`config.mk`:
```
export PLATFORM = sky130hd
export DESIGN_NAME = vga_timing_gen
export DESIGN_NICKNAME = d
export VERILOG_FILES = /design/src/rtl/vga_timing_gen.sv
export SDC_FILE = /design/constraint.sdc
export NUM_CORES = 1
export LEC_CHECK = 0
export CORE_ASPECT_RATIO = 2
export CORE_MARGIN = 3
export CORE_UTILIZATION = 36
export CTS_CLUSTER_DIAMETER = 40
export DETAILED_ROUTE_END_ITERATION = 12
export SLEW_MARGIN = 30
export SYNTH_ARGS = -nofsm -noshare
export SYNTH_HDL_FRONTEND = slang
export SYNTH_SLANG_ARGS = --single-unit
```
`constraint.sdc`:
```
create_clock -name CLK -period 3.16 [get_ports CLK]
set_input_delay 0.632 -clock CLK [delete_from_list [all_inputs] [get_ports CLK]]
set_output_delay 0.632 -clock CLK [all_outputs]
set_load 0.02 [all_outputs]
```
`src/rtl/vga_timing_gen.sv`:
```
// rtl/vga_timing_gen.sv - parametrised VGA timing generator with pixel enable, run control and line/frame strobes
//
// Purpose:
//    Generates HSYNC/VSYNC, an active-video qualifier and 0-based pixel
//    column/row addresses for any mode described by sync, back porch,
//    active and front porch parameters. Line order is sync, back porch,
//    active, front porch, both horizontally and vertically.
//    All state advances only on CLK edges where Pix_En=1. Every output is a
//    register loaded from the decode of the counters' next value, so sync,
//    Ready_Sig and the addresses always describe the current counter state.
//
// Ports:
//    CLK              in   system clock
//    RSTn             in   asynchronous active-low reset
//    Pix_En           in   pixel tick qualifier
//    Enable           in   run control, sampled on Pix_En ticks; 0 parks the generator
//    HSYNC_Sig        out  horizontal sync, active level HS_POL
//    VSYNC_Sig        out  vertical sync, active level VS_POL
//    Ready_Sig        out  active-video region
//    Column_Addr_Sig  out  x address inside the active area, 0 elsewhere
//    Row_Addr_Sig     out  y address inside the active area, 0 elsewhere
//    Line_Start_Sig   out  one-CLK strobe when the horizontal counter wraps to 0
//    Frame_Start_Sig  out  one-CLK strobe when the position enters (0,0)
//
// Build option:
//    VGA_TIMING_LOOKAHEAD_EN - when defined, Column_Addr_Sig/Row_Addr_Sig
//    lead Ready_Sig by one Pix_En tick so a 1-cycle synchronous RAM read
//    lines up with the active-video qualifier. Syncs and strobes unchanged.

module vga_timing_gen #(
   parameter int H_SYNC   = 128,
   parameter int H_BP     = 88,
   parameter int H_ACTIVE = 800,
   parameter int H_FP     = 40,
   parameter int V_SYNC   = 4,
   parameter int V_BP     = 23,
   parameter int V_ACTIVE = 600,
   parameter int V_FP     = 1,
   parameter bit HS_POL   = 1'b0,
   parameter bit VS_POL   = 1'b0,
   parameter int ADDR_W   = 11
) (
   input  logic              CLK,
   input  logic              RSTn,
   input  logic              Pix_En,
   input  logic              Enable,
   output logic              HSYNC_Sig,
   output logic              VSYNC_Sig,
   output logic              Ready_Sig,
   output logic [ADDR_W-1:0] Column_Addr_Sig,
   output logic [ADDR_W-1:0] Row_Addr_Sig,
   output logic              Line_Start_Sig,
   output logic              Frame_Start_Sig
);

   localparam int H_TOTAL = H_SYNC + H_BP + H_ACTIVE + H_FP;
   localparam int V_TOTAL = V_SYNC + V_BP + V_ACTIVE + V_FP;
   localparam int HW      = $clog2(H_TOTAL);
   localparam int VW      = $clog2(V_TOTAL);

   localparam int H_ACT_BEG = H_SYNC + H_BP;
   localparam int H_ACT_END = H_ACT_BEG + H_ACTIVE;
   localparam int V_ACT_BEG = V_SYNC + V_BP;
   localparam int V_ACT_END = V_ACT_BEG + V_ACTIVE;

   // Parked position: one step before (0,0), so the first tick after reset
   // or re-enable lands on the frame origin and fires both strobes.
   localparam logic [HW-1:0] H_LAST = HW'(H_TOTAL - 1);
   localparam logic [VW-1:0] V_LAST = VW'(V_TOTAL - 1);

   // Counter and output registers
   logic [HW-1:0]     h_q, h_d;
   logic [VW-1:0]     v_q, v_d;
   logic              hs_q, hs_d;
   logic              vs_q, vs_d;
   logic              rdy_q, rdy_d;
   logic [ADDR_W-1:0] col_q, col_d;
   logic [ADDR_W-1:0] row_q, row_d;
   logic              ls_q, ls_d;
   logic              fs_q, fs_d;

   // Position stepping: h wraps at H_TOTAL-1, v advances only on the h wrap.
   function automatic logic [HW-1:0] h_adv(input logic [HW-1:0] h);
      return (h == H_LAST) ? '0 : h + HW'(1);
   endfunction

   function automatic logic [VW-1:0] v_adv(input logic [HW-1:0] h, input logic [VW-1:0] v);
      if (h != H_LAST) begin
         return v;
      end
      return (v == V_LAST) ? '0 : v + VW'(1);
   endfunction

   // Region decode. Comparisons are done in int so an end bound equal to
   // the total (zero front porch) still fits.
   function automatic logic h_active(input logic [HW-1:0] h);
      return (int'(h) >= H_ACT_BEG) && (int'(h) < H_ACT_END);
   endfunction

   function automatic logic v_active(input logic [VW-1:0] v);
      return (int'(v) >= V_ACT_BEG) && (int'(v) < V_ACT_END);
   endfunction

   function automatic logic [ADDR_W-1:0] col_of(input logic [HW-1:0] h);
      return ADDR_W'(int'(h) - H_ACT_BEG);
   endfunction

   function automatic logic [ADDR_W-1:0] row_of(input logic [VW-1:0] v);
      return ADDR_W'(int'(v) - V_ACT_BEG);
   endfunction

`ifdef VGA_TIMING_LOOKAHEAD_EN
   // Position one tick beyond the one being loaded; addresses decode here.
   logic [HW-1:0] h_la;
   logic [VW-1:0] v_la;
   logic          la_active;
`endif

   always_comb begin
      h_d   = h_q;
      v_d   = v_q;
      hs_d  = hs_q;
      vs_d  = vs_q;
      rdy_d = rdy_q;
      col_d = col_q;
      row_d = row_q;
      // Strobes are one CLK wide: cleared on every edge that is not a tick.
      ls_d  = 1'b0;
      fs_d  = 1'b0;
`ifdef VGA_TIMING_LOOKAHEAD_EN
      h_la      = h_adv(h_q);
      v_la      = v_adv(h_q, v_q);
      la_active = 1'b0;
`endif

      if (Pix_En) begin
         if (!Enable) begin
            // Park: counters one step before origin, outputs at reset values.
            h_d   = H_LAST;
            v_d   = V_LAST;
            hs_d  = ~HS_POL;
            vs_d  = ~VS_POL;
            rdy_d = 1'b0;
            col_d = '0;
            row_d = '0;
         end else begin
            h_d   = h_adv(h_q);
            v_d   = v_adv(h_q, v_q);
            hs_d  = (int'(h_d) < H_SYNC) ? HS_POL : ~HS_POL;
            vs_d  = (int'(v_d) < V_SYNC) ? VS_POL : ~VS_POL;
            rdy_d = h_active(h_d) && v_active(v_d);
`ifdef VGA_TIMING_LOOKAHEAD_EN
            h_la      = h_adv(h_d);
            v_la      = v_adv(h_d, v_d);
            la_active = h_active(h_la) && v_active(v_la);
            col_d     = la_active ? col_of(h_la) : '0;
            row_d     = la_active ? row_of(v_la) : '0;
`else
            col_d = rdy_d ? col_of(h_d) : '0;
            row_d = rdy_d ? row_of(v_d) : '0;
`endif
            ls_d  = (h_d == '0);
            fs_d  = (h_d == '0) && (v_d == '0);
         end
      end
   end

   always_ff @(posedge CLK or negedge RSTn) begin
      if (!RSTn) begin
         h_q   <= H_LAST;
         v_q   <= V_LAST;
         hs_q  <= ~HS_POL;
         vs_q  <= ~VS_POL;
         rdy_q <= 1'b0;
         col_q <= '0;
         row_q <= '0;
         ls_q  <= 1'b0;
         fs_q  <= 1'b0;
      end else begin
         h_q   <= h_d;
         v_q   <= v_d;
         hs_q  <= hs_d;
         vs_q  <= vs_d;
         rdy_q <= rdy_d;
         col_q <= col_d;
         row_q <= row_d;
         ls_q  <= ls_d;
         fs_q  <= fs_d;
      end
   end

   assign HSYNC_Sig       = hs_q;
   assign VSYNC_Sig       = vs_q;
   assign Ready_Sig       = rdy_q;
   assign Column_Addr_Sig = col_q;
   assign Row_Addr_Sig    = row_q;
   assign Line_Start_Sig  = ls_q;
   assign Frame_Start_Sig = fs_q;

endmodule

```
==> implementation parameters, run 1 <==
Parameter                              Value

Outcome
  Outcome    finished clean

Clock tree
  Maximum clock path buffer count    2
  TritonCTS clock tree    yes
  Post-CTS Hold Fix Bufs    0
  Clock transition at the register clock pins on the worst setup and hold paths after CTS    0.07 ns
  Count of H-tree levels built during CTS    2
  Number of sinks driven by the clock tree    48
  Num CTS Buffers    5
  CTS Root Cell    clkbuf_16
  Insertion delay to the later sink of the worst-skew pair    0.30 ns

Cells and area
  Layout filler cell count    829
  Share of layout cells above drive strength 1    28.4%
  Layout overhead on the synthesized area    21.7%
  Final Core Density    45.0%
  Commonest cells after routing, fill and taps aside    34 x dfrtp_1, 29 x clkdlybuf4s50_1, 28 x buf_4
  Most frequent standard cell in the layout excluding fill and tap cells    dfrtp_1
  Nets    365
  Antenna cells    0

Pwr
  Power density of the placed cells    861 mW/mm2
  Sequential share of power    25.4%
  Clock power frac    16.1%
  VDD IR max    0.000442 V
  Logic gate share of total power    58.5%
  Tot Pwr    3.38 mW
  Switching power as a share of total power    45.9%
  Net switching power of the design    1.55 mW
  Internal power component    1.83 mW
  Leakage power of the design    1.60 nW

Timing
  Highest achievable clock rate    333 MHz
  Final cycle utilization of the critical path    95.1%
  Minimum clock period    3.00 ns
  Clk_skew    0.0105 ns
  Count of final hold-check violations    0
  Setup repair after global routing missed its margin    no
  Setup violation total in the final timing report    0
  Post-route setup slack    0.156 ns
  Transition time of the tightest slew-check pin    0.675 ns
  Pins Over Slew Limit    0
  Final setup TNS    0 ns
  Slew Limit Headroom    54.7%

Floorplan
  Full die area    0.0102 mm2
  Area of the core    0.00871 mm2
  Initial core utilization    37.0%
  Standard-cell row count    48
  Die width    72.9 um
  Y dimension of the die    140 um
  Number of placed I/O pins    31

Place
  Post-Place Worst Slack    0.0673 ns
  Estimated wirelength of the detail-placed design    7520 um
  Placer Congestion    0.933
  IO Port Bufs    30

Worst setup path
  Kind of capture point of the worst setup path    flop
  CP Data Required Time    3.37 ns
  Capturing point of the worst reg2reg path    Row_Addr_Sig[10]
  Crit path DAT    3.21 ns
  R2r startpoint    h_q[9]
  Worst-case reg-to-reg path depth    10
  Maximum fanout along the worst path    5
  R2R setup slack    0.16 ns
  Type of element launching the critical path    flop
  Type of the worst setup path    flop to flop

Routing
  Number of remaining DRC errors    0
  Detail Route Antenna Nets    0
  Final Routed Wirelength    9720 um
  Pre-antenna DRT Iters    4
  Routed WL per cell    21.3 um
  Number of vias per cell    5.78
  Number of DRC markers after the initial detailed-route iteration    143
  Via count    2637

Global routing
  Number of antenna violations at the first check in global routing    0
  Total gr overflow    0
  Via count of the first global-routing pass    2879
  Maximum number of pins on one net before global-route repair    34
  Global-route wire length before repair    15300 um
  GR Util All Layers    20.3%

Synthesis
  Basic-gate share of the synthesized area counting and, or, nand and nor cells    20.3%
  Gate Count Post-Synth    307
  Adder-Cell Fraction of Synth Area    2.33%
  Netlist Area Pre-Place    0.00322 mm2
  Xor and xnor area share after synthesis    5.43%
  Largest family of logic cells by synthesized area    compound AO/OA/AOI/OAI gates
  Commonest register cell after synthesis    dfrtp_1
  Share of async-settable or async-resettable flops after synthesis    100%
  Share of synthesized area occupied by flip-flops and latches    37.8%
  Synth Area in Compound Gates    27.1%
  Number of synthesized flops with an enable pin    0
  Synth Warn #    0
  Number of register bits inferred by synthesis    48
  Mean instance size in the synthesized netlist    10.5 um2
  Proportion of synthesized area in mux cells    1.40%
  Syn_nets    317
  Count of cell types in the netlist    70

Worst hold path
  Kind of path behind the tightest hold check    input pin to async pin

Flow run
  Number of max-cap violations    0
==> flip-flops by register name, summed over array words and instances (netlist names) <==
| register | count |
|---|---|
| Row_Addr_Sig | 11 |
| Column_Addr_Sig | 11 |
| Frame_Start_Sig | 1 |
| Ready_Sig | 1 |
| Line_Start_Sig | 1 |
| h_q | 11 |
| HSYNC_Sig | 1 |
| v_q | 10 |
| VSYNC_Sig | 1 |
==> kinds of logic (layout without fill, tap and decap cells) <==
group	after synthesis	in the layout
AO/OA/AOI/OAI	92	92
multiplexers	4	4
flip-flops	48	48
buffers and inverters	37	86
XOR/XNOR	20	20
AND/OR/NAND/NOR	100	100
adder cells (fa/ha/maj)	6	6
==> power groups by stage <==
stage	logic (mW)	registers, mW	clock network [mW]
2_1_floorplan	1.34	0.802	0
3_3_place_gp	1.93	0.862	0
3_5_place_dp	1.94	0.862	0
4_1_cts	1.95	0.851	0.554
5_1_grt	2.13	0.868	0.577
6_report	1.97	0.858	0.543
==> critical path: stages (launching register included) <==
cell      delay (ns)
dfrtp_1         0.45
or4_4           0.60
nor3_4          0.24
nor2_1          0.12
ha_1            0.21
inv_1           0.19
nor4b_4         0.09
a221oi_4        0.39
o221ai_4        0.21
buf_4           0.19
o32ai_2         0.22
==> final cells by class <==
cell class	count	area, um2	share of cell area (%)
Multi-Input combinational cell	222	1840	46.9
Sequential cell	48	1220	31.1
Timing Repair Buffer	59	526	13.4
Clock buffer	6	129	3.29
Tap cell	100	125	3.19
Inverter	19	71.3	1.82
Clock inverter	2	12.5	0.319
==> cell usage after synthesis, types with 4 or more instances <==
library cell	number	area [um2]
o2bb2ai_2	19	285
dfstp_2	14	368
xor2_1	6	52.6
nand3_1	17	85.1
nand4_1	7	43.8
inv_1	18	67.6
nor3_1	4	20.0
a22oi_1	4	30.0
clkbuf_1	9	33.8
and2_1	4	25.0
dfrtp_1	34	851
ha_1	6	75.1
buf_2	5	25.0
o21ai_0	11	55.1
nand2_1	18	67.6
xnor2_1	14	123
nor2_1	17	63.8
a21oi_1	13	65.1
and3_1	4	25.0
o22a_1	4	35.0
o22ai_1	5	31.3
==> worst max-delay path by stage <==
stage	start	slack (ns)	end	cells past startpoint
after floorplan	h_q[0]	0.16	Row_Addr_Sig[6]	12
after global placement	v_q[1]	0.11	Column_Addr_Sig[7]	13
after detailed placement	v_q[1]	0.07	Column_Addr_Sig[6]	13
after CTS	v_q[1]	0.03	Column_Addr_Sig[6]	13
after global routing	h_q[0]	0.003	Column_Addr_Sig[7]	9
final	h_q[9]	0.16	Row_Addr_Sig[10]	10
==> stage by stage <==
| step | cells | hold WS [ns] | instance area [um2] |
|---|---|---|---|
| detailed placement | 447 | 0.473 | 3760 |
| global placement | 447 | 0.473 | 3760 |
| global route | 456 | 0.274 | 3920 |
| floorplan | 307 | 0.336 | 3220 |
| finish | 456 | 0.249 | 3920 |
| CTS | 455 | 0.267 | 3900 |
==> metal layers <==
layer | GRT usage (%) | vias up | part of all wire [%]
li1 | - | 1238 | -
met1 | 18.9 | 1303 | 34
met2 | 39.2 | 65 | 59
met3 | 2.24 | 31 | 1.8
met4 | 12.7 | 0 | 5.6
met5 | 0 | - | 0
==> timing repair <==
item,CTS,global route
endpoints found under the setup margin,0,23
gates resized for setup,0,4
buffers inserted,0,1
Power figures use the tool's default switching activity.
==> run 2, diff against run 1 <==
==> constraint.sdc (replaced) <==
create_clock -name CLK -period 3.2 [get_ports CLK]
set_input_delay 0.64 -clock CLK [delete_from_list [all_inputs] [get_ports CLK]]
set_output_delay 0.64 -clock CLK [all_outputs]
set_load 0.02 [all_outputs]
==> implementation parameters, run 2 (same netlist as run 1, synthesis figures left out) <==
Parameter                              Value

Pwr
  Sequential share of power    26.0% (+0.6 points)
  Leakage power of the design    1.58 nW (-1.3%)
  Clock power frac    16.3% (+0.2 points)
  Logic gate share of total power    57.7% (-0.8 points)
  VDD IR max    0.000613 V (+39%)
  Switching power as a share of total power    45.8% (-0.072 points)
  Net switching power of the design    1.49 mW (-3.8%)
  Internal power component    1.76 mW (-3.5%)
  Power density of the placed cells    841 mW/mm2 (-2.3%)

Worst setup path
  Crit path DAT    3.23 ns (+0.02 ns)
  Maximum fanout along the worst path    8 (+3)
  Type of the worst setup path    flop to flop
  Kind of capture point of the worst setup path    flop
  CP Data Required Time    3.42 ns (+0.05 ns)
  Type of element launching the critical path    flop

Clock tree
  TritonCTS clock tree    yes
  Insertion delay to the later sink of the worst-skew pair    0.30 ns (about the same)
  Num CTS Buffers    5 (unchanged)
  CTS Root Cell    clkbuf_16
  Clock transition at the register clock pins on the worst setup and hold paths after CTS    0.07 ns (about the same)
  Maximum clock path buffer count    2 (unchanged)
  Number of sinks driven by the clock tree    48 (unchanged)
  Count of H-tree levels built during CTS    2 (unchanged)

Floorplan
  Y dimension of the die    140 um (unchanged)
  Standard-cell row count    48 (unchanged)
  Initial core utilization    37.0% (unchanged)
  Full die area    0.0102 mm2 (unchanged)
  Die width    72.9 um (unchanged)
  Area of the core    0.00871 mm2 (unchanged)
  Number of placed I/O pins    31 (unchanged)

Routing
  Number of vias per cell    5.76 (-0.32%)
  Detail Route Antenna Nets    0 (unchanged)
  Final Routed Wirelength    9130 um (-6.1%)
  Via count    2594 (-1.6%)
  Routed WL per cell    20.3 um (-4.8%)
  Number of remaining DRC errors    0 (unchanged)
  Number of DRC markers after the initial detailed-route iteration    219 (+53%)
  Pre-antenna DRT Iters    4 (unchanged)

Cells and area
  Nets    359 (-1.6%)
  Commonest cells after routing, fill and taps aside    34 x dfrtp_1, 29 x clkdlybuf4s50_1, 23 x buf_4
  Share of layout cells above drive strength 1    26.9% (-1.5 points)
  Post-Layout Cell Count    450 (-1.3%)
  Antenna cells    0 (unchanged)
  Layout filler cell count    808 (-2.5%)
  Most frequent standard cell in the layout excluding fill and tap cells    dfrtp_1
  Layout overhead on the synthesized area    20.0%

Global routing
  Via count of the first global-routing pass    2699 (-6.3%)
  Maximum number of pins on one net before global-route repair    49 (+44%)
  Number of antenna violations at the first check in global routing    0 (unchanged)
  GR Util All Layers    19.2% (-1.1 points)
  Total gr overflow    0 (unchanged)
  Global-route wire length before repair    14900 um (-2.7%)

Timing
  Count of final hold-check violations    0 (unchanged)
  Highest achievable clock rate    333 MHz (about the same)
  Final setup TNS    0 ns (unchanged)
  Clk_skew    0.00829 ns (-0.00223 ns)
  Setup repair after global routing missed its margin    no
  Setup violation total in the final timing report    0 (unchanged)
  Pins Over Slew Limit    0 (unchanged)
  Slew Limit Headroom    44.8% (-9.9 points)
  Minimum clock period    3.00 ns (-0.00137 ns)
  Final cycle utilization of the critical path    93.8% (-1.2 points)
  Transition time of the tightest slew-check pin    0.822 ns (+0.147 ns)

Place
  Estimated wirelength of the detail-placed design    6920 um (-8.0%)
  Placer Congestion    0.888 (-4.9%)
  IO Port Bufs    30 (unchanged)
  Number of placed instances, taps included    442 (-1.1%)

Outcome
  Outcome    finished clean

Flow run
  Number of max-cap violations    0 (unchanged)

Worst hold path
  Kind of path behind the tightest hold check    input pin to async pin
-- run 2: timing repair --
item / 4_1_cts / 5_1_grt
hold buffers: 0 / 0
setup endpoints to repair: 0 / 13
resized for setup: 0 / 5
buffers inserted: 0 / 0
-- run 2: power groups by stage --
stage                     logic, mW  registers, mW  clock network (mW)
after floorplan                1.32          0.792                   0
after global routing           2.04          0.858               0.560
final                          1.88          0.846               0.529
after global placement         1.86          0.854                   0
after CTS                      1.87          0.842               0.537
after detailed placement       1.86          0.853                   0
-- run 2: path summary, 6_finish.rpt --
| check | start | to | slack [ns] | depth (start not counted) |
|---|---|---|---|---|
| setup reg to reg | h_q[1] | Column_Addr_Sig[9] | 0.20 | 11 |
| hold reg to reg | HSYNC_Sig | HSYNC_Sig | 0.49 | 2 |
| hold / removal | RSTn | h_q[8] | 0.36 | 1 |
| max in group asynchronous | RSTn | v_q[7] | 2.41 | 1 |
| min in group CLK | HSYNC_Sig | HSYNC_Sig | 0.49 | 2 |
| setup / recovery | h_q[1] | Column_Addr_Sig[9] | 0.20 | 11 |
-- run 2: worst max-delay path, cell delays in order (launching register included) --
cell and delay, ns:
dfstp_2 0.60, ha_1 0.21, nand4_2 0.17, nor3_4 0.32
nor2_1 0.11, ha_1 0.20, inv_1 0.21, nor4b_4 0.09
a221oi_4 0.42, o221ai_4 0.22, buf_4 0.23, o2bb2ai_2 0.13
-- run 2: metrics by stage --
step / worst slack, ns / util (%) / total power [mW] / hold WS, ns / instance area, um2
2_1_floorplan: 0.201 / - / 2.11 / 0.344 / 3220
3_3_place_gp: 0.123 / 42.6 / 2.71 / 0.473 / 3710
3_5_place_dp: 0.114 / 42.6 / 2.72 / 0.472 / 3710
4_1_cts: 0.104 / 44.2 / 3.25 / 0.393 / 3850
5_1_grt: 0.00920 / 44.4 / 3.45 / 0.409 / 3870
6_report: 0.198 / 44.4 / 3.25 / 0.360 / 3870
-- run 2: metal layers --
metal	share of wire (%)	routed length, um	vias to the layer above	global-route usage (%)
met5	0	0	-	0
met3	2.2	201	15	1.88
li1	-	-	1236	-
met1	35	3200	1291	19.7
met4	3.3	298	0	7.39
met2	59	5430	52	37.8
-- run 2: final cells by class --
class	count	area, um2	area share [%]
timing repair buffer	53	474	12.3
clock buffer	6	129	3.33
inverter	19	71.3	1.84
tap	100	125	3.23
multi-input combinational	222	1840	47.5
clock inverter	2	12.5	0.323
sequential	48	1220	31.5
==> run 3, diff against run 2 <==
--- a/config.mk
+++ b/config.mk
@@ -10,6 +10,7 @@
 export CORE_UTILIZATION = 36
 export CTS_CLUSTER_DIAMETER = 40
 export DETAILED_ROUTE_END_ITERATION = 12
+export DONT_BUFFER_PORTS = 1
 export SLEW_MARGIN = 30
 export SYNTH_ARGS = -nofsm -noshare
 export SYNTH_HDL_FRONTEND = slang
==> implementation parameters, run 3 (same netlist as run 1, synthesis figures left out) <==
Parameter                              Value

Outcome
  Outcome    finished clean

Timing
  Final setup TNS    0 ns (unchanged)
  Pins Over Slew Limit    0 (unchanged)
  Count of final hold-check violations    0 (unchanged)
  Transition time of the tightest slew-check pin    0.803 ns (-0.0189 ns)
  Final cycle utilization of the critical path    93.7% (-0.11 points)
  Clk_skew    0.00883 ns (+0.000545 ns)
  Slew Limit Headroom    46.1% (+1.3 points)
  Setup violation total in the final timing report    0 (unchanged)
  Post-route setup slack    0.201 ns (+0.00360 ns)
  Minimum clock period    3.00 ns (-0.00360 ns)
  Highest achievable clock rate    333 MHz (+0.12%)

Cells and area
  Layout overhead on the synthesized area    11.8%
  Antenna cells    0 (unchanged)
  Share of layout cells above drive strength 1    29.6% (+2.8 points)
  Nets    333 (-7.2%)
  Summed area of non-filler cells in the final layout    0.00360 mm2 (-6.9%)
  Final Core Density    41.4% (-3.0 points)
  Post-Layout Cell Count    424 (-5.8%)
  Commonest cells after routing, fill and taps aside    34 x dfrtp_1, 26 x buf_4, 19 x o2bb2ai_2
  Layout filler cell count    818 (+1.2%)
  Most frequent standard cell in the layout excluding fill and tap cells    dfrtp_1

Global routing
  Via count of the first global-routing pass    2653 (-1.7%)
  Number of antenna violations at the first check in global routing    0 (unchanged)
  Total gr overflow    0 (unchanged)
  GR Util All Layers    18.8% (-0.46 points)
  Global-route wire length before repair    14400 um (-3.5%)
  Maximum number of pins on one net before global-route repair    49 (unchanged)

Clock tree
  TritonCTS clock tree    yes
  Number of sinks driven by the clock tree    48 (unchanged)
  CTS Root Cell    clkbuf_16
  Maximum clock path buffer count    2 (unchanged)
  Clock transition at the register clock pins on the worst setup and hold paths after CTS    0.07 ns (about the same)
  Num CTS Buffers    5 (unchanged)
  Insertion delay to the later sink of the worst-skew pair    0.30 ns (about the same)
  Count of H-tree levels built during CTS    2 (unchanged)

Place
  Estimated wirelength of the detail-placed design    6780 um (-2.0%)
  IO Port Bufs    0 (-100%)
  Post-Place Worst Slack    0.120 ns (+0.00614 ns)
  DP Area    0.00342 mm2 (-7.7%)
  Number of placed instances, taps included    412 (-6.8%)
  Placer Congestion    0.907 (+2.2%)

Pwr
  Switching power as a share of total power    44.7% (-1.1 points)
  Net switching power of the design    1.46 mW (-2.4%)
  VDD IR max    0.000503 V (-18%)
  Power density of the placed cells    903 mW/mm2 (+7.4%)
  Clock power frac    16.8% (+0.5 points)
  Logic gate share of total power    56.7% (-1.0 points)
  Leakage power of the design    1.49 nW (-5.6%)
  Internal power component    1.80 mW (+2.0%)
  Sequential share of power    26.4% (+0.4 points)

Worst setup path
  Largest delay contributor family on the critical path    compound AO/OA/AOI/OAI gates
  Type of the worst setup path    flop to flop
  Ordered list of cells on the worst path    ha_1, buf_4, nand3_1, xor2_1, inv_1, ha_1, inv_1, nor4b_4, a221oi_4, o221ai_4, buf_12, o2bb2ai_2
  CP Data Required Time    3.43 ns (about the same)
  Maximum fanout along the worst path    15 (+7)
  Library cell contributing the largest single delay on the critical path    dfstp_2
  Maximum cell stage delay along the critical path    0.60 ns (about the same)
  Kind of capture point of the worst setup path    flop
  Type of element launching the critical path    flop
  Crit path DAT    3.23 ns (about the same)
  Number of buffers and inverters on the critical path    4 (+2)

Routing
  Detail Route Antenna Nets    0 (unchanged)
  Final Routed Wirelength    8960 um (-1.9%)
  Via count    2506 (-3.4%)
  Number of DRC markers after the initial detailed-route iteration    140 (-36%)
  Number of remaining DRC errors    0 (unchanged)
  Pre-antenna DRT Iters    4 (unchanged)
  Routed WL per cell    21.1 um (+4.2%)
  Number of vias per cell    5.91 (+2.5%)

Floorplan
  Initial core utilization    37.0% (unchanged)
  Die width    72.9 um (unchanged)
  Standard-cell row count    48 (unchanged)
  Number of placed I/O pins    31 (unchanged)
  Y dimension of the die    140 um (unchanged)
  Full die area    0.0102 mm2 (unchanged)
  Area of the core    0.00871 mm2 (unchanged)

Worst hold path
  Kind of path behind the tightest hold check    input pin to async pin

Flow run
  Number of max-cap violations    0 (unchanged)
## run 3: cell count changes in the layout (fill, tap and decap cells not counted), sizes merged
cell / previous run / this run
clkdlybuf4s50: 29 / 0
buf: 24 / 27
clkbuf: 6 / 7
clkinvlp: 1 / 0
## run 3: repair_timing
action                     CTS  global route
hold buffers                 0             0
gates resized for setup      0             1
setup endpoints to repair    0            18
buffers inserted             0             4
## run 3: power groups by stage
| stage | Clock, mW | Combinational (mW) | Sequential, mW |
|---|---|---|---|
| floorplan | 0 | 1.32 | 0.792 |
| global placement | 0 | 1.83 | 0.864 |
| detailed placement | 0 | 1.84 | 0.867 |
| CTS | 0.555 | 1.85 | 0.857 |
| global route | 0.577 | 2.03 | 0.872 |
| finish | 0.548 | 1.85 | 0.860 |
## run 3: cell type report
cell class / count / area (um2) / area share [%]
multi-input cells: 222 / 1820 / 50.6
well taps: 100 / 125 / 3.47
flip-flops and latches: 48 / 1220 / 33.8
inverters: 19 / 71.3 / 1.98
clock buffers: 7 / 143 / 3.96
clock inverters: 1 / 8.76 / 0.243
repair buffers: 27 / 215 / 5.97
## run 3: routing by layer
layer  track usage (%)  vias to the layer above  part of all wire, %
li1                  -                     1176                    -
met3              3.54                       24                  3.3
met2              35.7                       68                   58
met1              18.0                     1238                   33
met4              9.92                        0                  4.9
met5                 0                        -                    0
## run 3: metrics by stage
stage,hold WS [ns],power (mW)
after global placement,0.348,2.69
final,0.0342,3.25
after detailed placement,0.348,2.71
after CTS,0.0316,3.26
after global routing,0.0270,3.48
after floorplan,0.344,2.11
## run 3: worst paths after layout
path / startpoint / endpoint / slack (ns) / cells after the start
worst max register to register: h_q[1] / Column_Addr_Sig[8] / 0.20 / 12
max in group asynchronous: RSTn / v_q[4] / 2.96 / 0
min in group CLK: Enable / h_q[1] / 0.40 / 1
worst max-delay path: h_q[1] / Column_Addr_Sig[8] / 0.20 / 12
worst min register to register: HSYNC_Sig / HSYNC_Sig / 0.54 / 2
worst min-delay path: RSTn / h_q[8] / 0.03 / 0
